==> src/rtl/sha3_msg_feeder.sv <==
// Packs an upstream byte stream into 64-bit words for a SHA-3 core and marks the final word.
// Optional SHA3_FEEDER_LEN_EN adds a saturating msg_len count of accepted bytes.
module sha3_msg_feeder (
  input  logic        clk,
  input  logic        reset,
  input  logic [7:0]  s_data,
  input  logic        s_valid,
  input  logic        s_last,
  output logic        s_ready,
  input  logic        msg_end,
  output logic [63:0] in,
  output logic        in_ready,
  output logic        is_last,
  output logic [3:0]  byte_num,
  input  logic        buffer_full,
  output logic        done
`ifdef SHA3_FEEDER_LEN_EN
  ,
  output logic [31:0] msg_len
`endif
);

  typedef enum logic [1:0] {
    FILL      = 2'd0,
    SEND      = 2'd1,
    SEND_LAST = 2'd2,
    DONE      = 2'd3
  } state_t;

  state_t      state;
  logic [2:0]  cnt;
  logic [63:0] word;
  logic        last_pend;
  logic [3:0]  bn;
  logic        pending;

  assign pending = (state == SEND) || (state == SEND_LAST);

  // NOTE: in_ready is combinational on buffer_full so a word is never offered
  // in a cycle the core cannot take it; everything else decodes from flops.
  assign s_ready  = (state == FILL);
  assign done     = (state == DONE);
  assign in_ready = pending && !buffer_full;
  assign in       = in_ready ? word : 64'd0;
  assign is_last  = in_ready && (state == SEND_LAST);
  assign byte_num = is_last ? bn : 4'd0;

  // NOTE: reset is synchronous; all state uses non-blocking assignments so
  // every flop samples the pre-edge values of its neighbours.
  always_ff @(posedge clk) begin
    if (reset) begin
      state     <= FILL;
      cnt       <= 3'd0;
      word      <= 64'd0;
      last_pend <= 1'b0;
      bn        <= 4'd0;
    end else begin
      unique case (state)
        FILL: begin
          if (s_valid) begin
            // Lane 0 is bits [63:56]; ~cnt equals 7-cnt for a 3-bit count.
            word[{~cnt, 3'b000} +: 8] <= s_data;
            if (cnt == 3'd7) begin
              cnt       <= 3'd0;
              last_pend <= s_last;
              state     <= SEND;
            end else if (s_last) begin
              cnt   <= 3'd0;
              bn    <= {1'b0, cnt} + 4'd1;
              state <= SEND_LAST;
            end else begin
              cnt <= cnt + 3'd1;
            end
          end else if (msg_end && (cnt == 3'd0)) begin
            bn    <= 4'd0;
            state <= SEND_LAST;
          end
        end
        SEND: begin
          if (!buffer_full) begin
            // Clearing here keeps unused lanes of a short final word at zero.
            word <= 64'd0;
            if (last_pend) begin
              last_pend <= 1'b0;
              bn        <= 4'd0;
              state     <= SEND_LAST;
            end else begin
              state <= FILL;
            end
          end
        end
        SEND_LAST: begin
          if (!buffer_full) begin
            word  <= 64'd0;
            state <= DONE;
          end
        end
        DONE: begin
          state <= DONE;
        end
      endcase
    end
  end

`ifdef SHA3_FEEDER_LEN_EN
  // Bytes are only accepted in FILL, so the count freezes once DONE is reached.
  always_ff @(posedge clk) begin
    if (reset) begin
      msg_len <= 32'd0;
    end else if (s_valid && (state == FILL) && (msg_len != 32'hFFFF_FFFF)) begin
      msg_len <= msg_len + 32'd1;
    end
  end
`endif

endmodule
==> config.mk <==
export PLATFORM = sky130hd
export DESIGN_NAME = sha3_msg_feeder
export DESIGN_NICKNAME = d
export VERILOG_FILES = /design/src/rtl/sha3_msg_feeder.sv
export SDC_FILE = /design/constraint.sdc
export NUM_CORES = 1
export LEC_CHECK = 0
export BUFFER_PORTS_ARGS = -buffer_cell sky130_fd_sc_hd__buf_2
export CAP_MARGIN = 15
export CORE_AREA = 2 2 82 92
export DETAILED_ROUTE_END_ITERATION = 12
export DIE_AREA = 0 0 84 94
export PLACE_DENSITY = 0.85
export SLEW_MARGIN = 30
export SYNTH_ARGS = -nofsm -noshare
export SYNTH_HDL_FRONTEND = slang
export SYNTH_SLANG_ARGS = --single-unit
==> constraint.sdc <==
create_clock -name clk -period 2.85 [get_ports clk]
set_input_delay 0.4275 -clock clk [delete_from_list [all_inputs] [get_ports clk]]
set_output_delay 0.4275 -clock clk [all_outputs]
set_load 0.1 [all_outputs]
-- Word level (Yosys, flattened, before mapping)
Cells that the tools add are included.
- register bits: 74
- input port bits: 14
- output and inout bits: 72
- logic and storage cells: 67
- add/subtract/negate cells: 3
- equality and inequality tests: 14
- shifts and indexed selects: 2
- mux-type cells: 27
- bitwise operators: 1
- reduce and logical (&&, ||, !) cells: 15
- operators with widths (cell ; count):
    $mux W64 ; 3
    $pmux W64 S2 ; 1
    $bwmux W64 ; 1
    $shift A8 B8 Y64 const A ; 1
    $shiftx A8 B8 Y64 ; 1
    $mux W4 ; 7
    $mux W2 ; 7
    $ne A2 B2 Y1 const B ; 5
    $neg A6 Y8 ; 1
    $pmux W2 S4 ; 1
    $pmux W4 S2 ; 1
    $reduce_and A4 Y1 ; 2
    $mux W3 ; 2
    $ne A3 B3 Y1 const B ; 2
    $reduce_and A6 Y1 ; 1
    $add A3 B1 Y4 const B ; 1
    $eq A2 B2 Y1 const B ; 2
    $ne A4 B3 Y1 const B ; 1
    $reduce_bool A2 Y1 ; 2
    $add A3 B1 Y3 const B ; 1
    $eq A3 B3 Y1 const B ; 1
    $logic_and A1 B1 Y1 ; 3
    $logic_not A3 Y1 ; 1
    $mux W1 ; 3
    other kinds (11) ; 11

-- Depth between registers and ports, before layout
- depth in word-level cells: 6
- gate-level depth with buffers: 8
- depth with buffers taken out: 6

-- Least setup slack after synthesis
OpenSTA, ideal clock, no wires.
- kind: register -> output
- from: register state[1]
- to: output port in[55]
- arrival time: 2.978 ns
- required time: 2.423 ns
- path slack: -0.556 ns
- cell stages (with the launch flop): 8
- buffers on the path: 3
- path through: dfxtp_1 inv_1 ha_1 buf_6 nor2b_1 buf_2 clkbuf_1 and2_1
- longest elaborated chain between the ends: 4
- elaborated cells between the ends (all ways): 5
- ends and longest elaborated chain (what ; RTL line ; text):
    start, declared ; 30 ; state_t state;
    start signal, assigned ; 52 ; state <= FILL;
    start signal, assigned ; 66 ; state <= SEND;
    start signal, assigned ; 70 ; state <= SEND_LAST;
    $eq A2 B1 Y1 / $eq A2 B2 Y1 (equally long branches) ; 37 ; assign pending = (state == SEND) || (state == SEND_LAST);
    $logic_or A1 B1 Y1 * ; 37 ;
    $logic_and A1 B1 Y1 * ; 43 ; assign in_ready = pending && !buffer_full;
    named net in_ready ; 12 ; output logic in_ready,
    $mux W64 * ; 44 ; assign in = in_ready ? word : 64'd0;
    end, declared ; 11 ; output logic [63:0] in,
The timed path passes the listed nets; every way through them passes the cells marked *.

-- Worst setup path after layout
- from: register state[1]
- to: output port in[35]
- longest elaborated chain between the ends: 4
- elaborated cells between the ends (all ways): 5
- ends and longest elaborated chain (what ; RTL line):
    $eq A2 B1 Y1 / $eq A2 B2 Y1 (equally long branches) ; 37
    $logic_or A1 B1 Y1 * ; 37
    $logic_and A1 B1 Y1 * ; 43
    $mux W64 * ; 44
Every way passes the cells marked *; elsewhere a longest branch is shown, timed or not.

==> impl_table.tex <==
\begin{tabular}{lr}
\hline
Metric & Value \\
\hline
\multicolumn{2}{l}{\textbf{Clock network}} \\
\quad Depth of the CTS H-tree & 3 \\
\quad Skew-Pair Late Insertion Delay & 0.35 ns \\
\quad Post\_cts resized & 0 \\
\quad Number of buffers inserted during clock tree synthesis & 9 \\
\quad Post-CTS repair timing setup buffer count & 0 \\
\quad Clock tree from TritonCTS & done \\
\quad Root Buffer Master & sky130\_fd\_sc\_hd\_\_clkbuf\_8 \\
\quad Hold-fix buffers at CTS & 0 \\
\quad Number of sinks driven by the clock tree & 74 \\
\quad Clock-pin slew on the worst setup and hold paths & 0.08 ns \\
\quad Maximum number of buffers from clock root to sink & 2 \\
\multicolumn{2}{l}{\textbf{Route}} \\
\quad Vias & 3207 \\
\quad Routed via count divided by cell count & 6.028 \\
\quad Total DRC errors in the routed layout & 0 \\
\quad Remaining number of nets flagged by the antenna check after routing & 0 \\
\quad Average routed wire per standard cell & 19.20 µm \\
\quad First-pass iteration count of the detailed router & 5 \\
\quad Initial drt markers & 320 \\
\quad Total routed wirelength & 10220 µm \\
\multicolumn{2}{l}{\textbf{Setup path}} \\
\quad Crit Path Class & register to primary output \\
\quad Max stage delay on crit path & 0.58 ns \\
\quad Setup slack on the worst flop-to-flop path & 0.22 ns \\
\quad Most numerous cell on the critical path & sky130\_fd\_sc\_hd\_\_buf\_12 \\
\quad Signal arrival time at the worst endpoint & 2.35 ns \\
\quad Capturing element type of the critical path & primary output \\
\quad CP Launch Type & register \\
\quad Worst reg-to-reg path cell count & 6 \\
\quad Critical register-to-register path endpoint & word[37] \\
\quad Critical path's slowest cell & sky130\_fd\_sc\_hd\_\_ha\_1 \\
\quad Data required, critical path & 2.42 ns \\
\quad Worst-path fanout max & 54 \\
\quad Beginning of the worst register-to-register path & cnt[0] \\
\quad Sequence of cells on the critical path & inv\_1 -> ha\_1 -> nor2b\_4 -> buf\_12 -> and2\_1 -> buf\_12 \\
\multicolumn{2}{l}{\textbf{GRT}} \\
\quad Maximum number of pins on one net before global-route repair & 55 \\
\quad Met3 global-route usage & 0.04394 \\
\quad GRT met2 Usage & 0.4660 \\
\quad Met1 demand-to-capacity share in global routing & 0.2983 \\
\quad Antenna violations before repair & 0 \\
\quad Wire length of the first global-routing pass & 16240 µm \\
\quad Global route total overflow & 0 \\
\quad Total global routing track utilization & 0.2633 \\
\quad Via count of the first global-routing pass & 3167 \\
\quad Most utilized layer in the global route result & met2 \\
\multicolumn{2}{l}{\textbf{Power}} \\
\quad Worst vdd ir & 0.001294 V \\
\quad Ratio of total power to cell area & 633.1 mW/mm² \\
\quad Total power of the final layout & 0.003395 W \\
\quad Cell leakage power & 2.135 nW \\
\multicolumn{2}{l}{\textbf{Logic synthesis}} \\
\quad Top cell type's share of synthesized area & 0.4056 \\
\quad Post-synthesis sequential element count & 74 \\
\quad Warnings, synthesis & 0 \\
\quad Top area cells in the synthesized netlist & sky130\_fd\_sc\_hd\_\_dfxtp\_1 41\%, sky130\_fd\_sc\_hd\_\_and2\_1 12\%, sky130\_fd\_sc\_hd\_\_a22o\_1 11\% \\
\quad Synth top cells by count & 74 x sky130\_fd\_sc\_hd\_\_dfxtp\_1, 69 x sky130\_fd\_sc\_hd\_\_and2\_1, 44 x sky130\_fd\_sc\_hd\_\_a22o\_1 \\
\quad Number of standard cells after synthesis & 366 \\
\quad Syn Nets & 391 \\
\quad Number of flops mapped to enable cells by yosys & 0 \\
\quad Asr flop ratio synth & 0 \\
\quad Post-synthesis sequential area ratio & 0.4056 \\
\quad Synthesized area per cell & 9.979 µm² \\
\quad Ys flop type & sky130\_fd\_sc\_hd\_\_dfxtp\_1 \\
\quad Library cell with the highest instance count after synthesis & sky130\_fd\_sc\_hd\_\_dfxtp\_1 \\
\quad Yosys top cell by area & sky130\_fd\_sc\_hd\_\_dfxtp\_1 \\
\quad Library cells used by synthesis & 53 \\
\quad Synthesized area & 0.003652 mm² \\
\multicolumn{2}{l}{\textbf{Floorplan}} \\
\quad Row cnt & 32 \\
\quad Chip Width & 84 µm \\
\quad Height of the die & 94 µm \\
\quad CORE AREA & 0.006927 mm² \\
\quad Floorplan die area & 0.007896 mm² \\
\quad Initial standard-cell utilization of the core & 0.5273 \\
\quad Number of top-level pins & 86 \\
\multicolumn{2}{l}{\textbf{Layout}} \\
\quad Area growth syn-to-layout & 46.83\% \\
\quad Fill count & 388 \\
\quad Number of nets in the final layout & 468 \\
\quad Ant. Diodes & 0 \\
\quad Share of cells above drive strength 1 & 0.2953 \\
\quad Final Instance Count excl. Fillers & 532 \\
\multicolumn{2}{l}{\textbf{Placement}} \\
\quad Number of placed instances with taps included & 517 \\
\quad Count of input and output buffers & 85 \\
\quad Detailed placement HPWL & 7238 µm \\
\quad Post-place setup slack & 0.3911 ns \\
\quad Final weighted congestion of routability-driven global placement & 0.8949 \\
\multicolumn{2}{l}{\textbf{Timing}} \\
\quad RSZ-0062 raised after global routing & false \\
\quad Fraction of the cycle the final worst path needs & 0.9755 \\
\quad Worst Slack Setup Final & 0.06984 ns \\
\quad Final hold violations & 0 \\
\quad Worst clock skew & 0.01204 ns \\
\quad Highest Clock Rate & 359.7 MHz \\
\quad Count of pins over their slew limit & 0 \\
\quad Time the final worst path needs with I/O delays and setup & 2.780 ns \\
\quad Sum of negative setup slack & 0 ns \\
\quad Worst slew margin relative to its limit & 0.5325 \\
\quad Number of setup violations in the final report & 0 \\
\quad Slew at the pin closest to its max-slew limit & 0.6998 ns \\
\multicolumn{2}{l}{\textbf{Min path}} \\
\quad Cell count of the worst hold path & 2 \\
\quad Kind of path behind the tightest hold check & primary input to register \\
\quad Launch instance of the worst min-delay path & s\_data[1] \\
\quad End of the worst hold path & word[9] \\
\multicolumn{2}{l}{\textbf{Flow run}} \\
\quad Count of max-cap constraint violations & 0 \\
\multicolumn{2}{l}{\textbf{Outcome}} \\
\quad Status & finished clean \\
\hline
\end{tabular}
==> worst max-delay path by stage <==
stage | endpoint | cells past startpoint | start | slack [ns]
global placement | word[40] | 7 | state[1] | 0.56
global route | in[35] | 6 | state[1] | 0.001
floorplan | in[55] | 7 | state[1] | 0.20
finish | in[35] | 6 | state[1] | 0.07
CTS | in[24] | 6 | state[1] | 0.1
detailed placement | word[37] | 6 | cnt[0] | 0.39
==> layout by cell type (no fill, tap or decap), drive strengths merged, types with 2 or more instances in the layout <==
master  instances
a22oi           2
dfxtp          74
and3b           2
and2           69
ha             11
nor2           10
nand3           6
nor2b          11
clkinv          3
buf            87
nand4           4
and3            6
nor3            4
a21oi           8
nor4            3
nand2          18
a32o            8
a31o            3
a31oi           7
o21ai           6
nand3b          4
nor4b           3
nand2b         10
mux2i          14
a22o           44
clkbuf         10
inv             6
==> critical path, delay by kind of cell, from the launching register on <==
family | cells | cell delay [ns]
DFF | 1 | 0.39
and+or+nand+nor | 2 | 0.49
adders and majority gates | 1 | 0.58
buffers and inverters | 3 | 0.51
==> power breakdown <==
group	leakage, nW	switching [W]	internal [W]
Combinational	1.45	0.00101	0.000460
Sequential	0.598	0.0000422	0.00109
Clock	0.0921	0.000391	0.000398
Total	2.14	0.00144	0.00195
==> registers in the layout, indices dropped and copies added, names as in the netlist <==
signal,cells
state,2
last_pend,1
cnt,3
bn,4
word,64
==> through the flow <==
stage | hold slack [ns] | util | area, µm²
after detailed placement | 0.4500 | 0.7477 | 5179
after CTS | 0.3174 | 0.7742 | 5363
final | 0.3279 | 0.7742 | 5363
after global routing | 0.3151 | 0.7742 | 5363
after global placement | 0.4451 | 0.7477 | 5179
after floorplan | 0.4334 | - | 3665
==> final cells by class <==
class | instances | area [µm²] | share of cell area
multi-input cells | 265 | 2064 | 0.3850
repair buffers | 87 | 1504 | 0.2804
flip-flops and latches | 74 | 1481 | 0.2762
clock buffers | 10 | 127.6 | 0.02380
well taps | 85 | 106.4 | 0.01983
clock inverters | 5 | 56.30 | 0.01050
inverters | 6 | 22.52 | 0.004200
==> kinds of logic after synthesis <==
family                   Yosys count  synth area share
buffers and inverters             27           0.03426
AND/OR/NAND/NOR                  156            0.2758
AO/OA/AOI/OAI                     84            0.2083
multiplexers                      14           0.03837
flip-flops                        74            0.4056
adder cells (fa/ha/maj)           11           0.03768
==> per-layer routing <==
metal	wire, µm	vias to the layer above
met5	0	-
met4	385	0
met3	643	37
met2	5354	182
met1	3833	1521
li1	-	1467
Note: power is estimated with default switching activity, not from simulation.
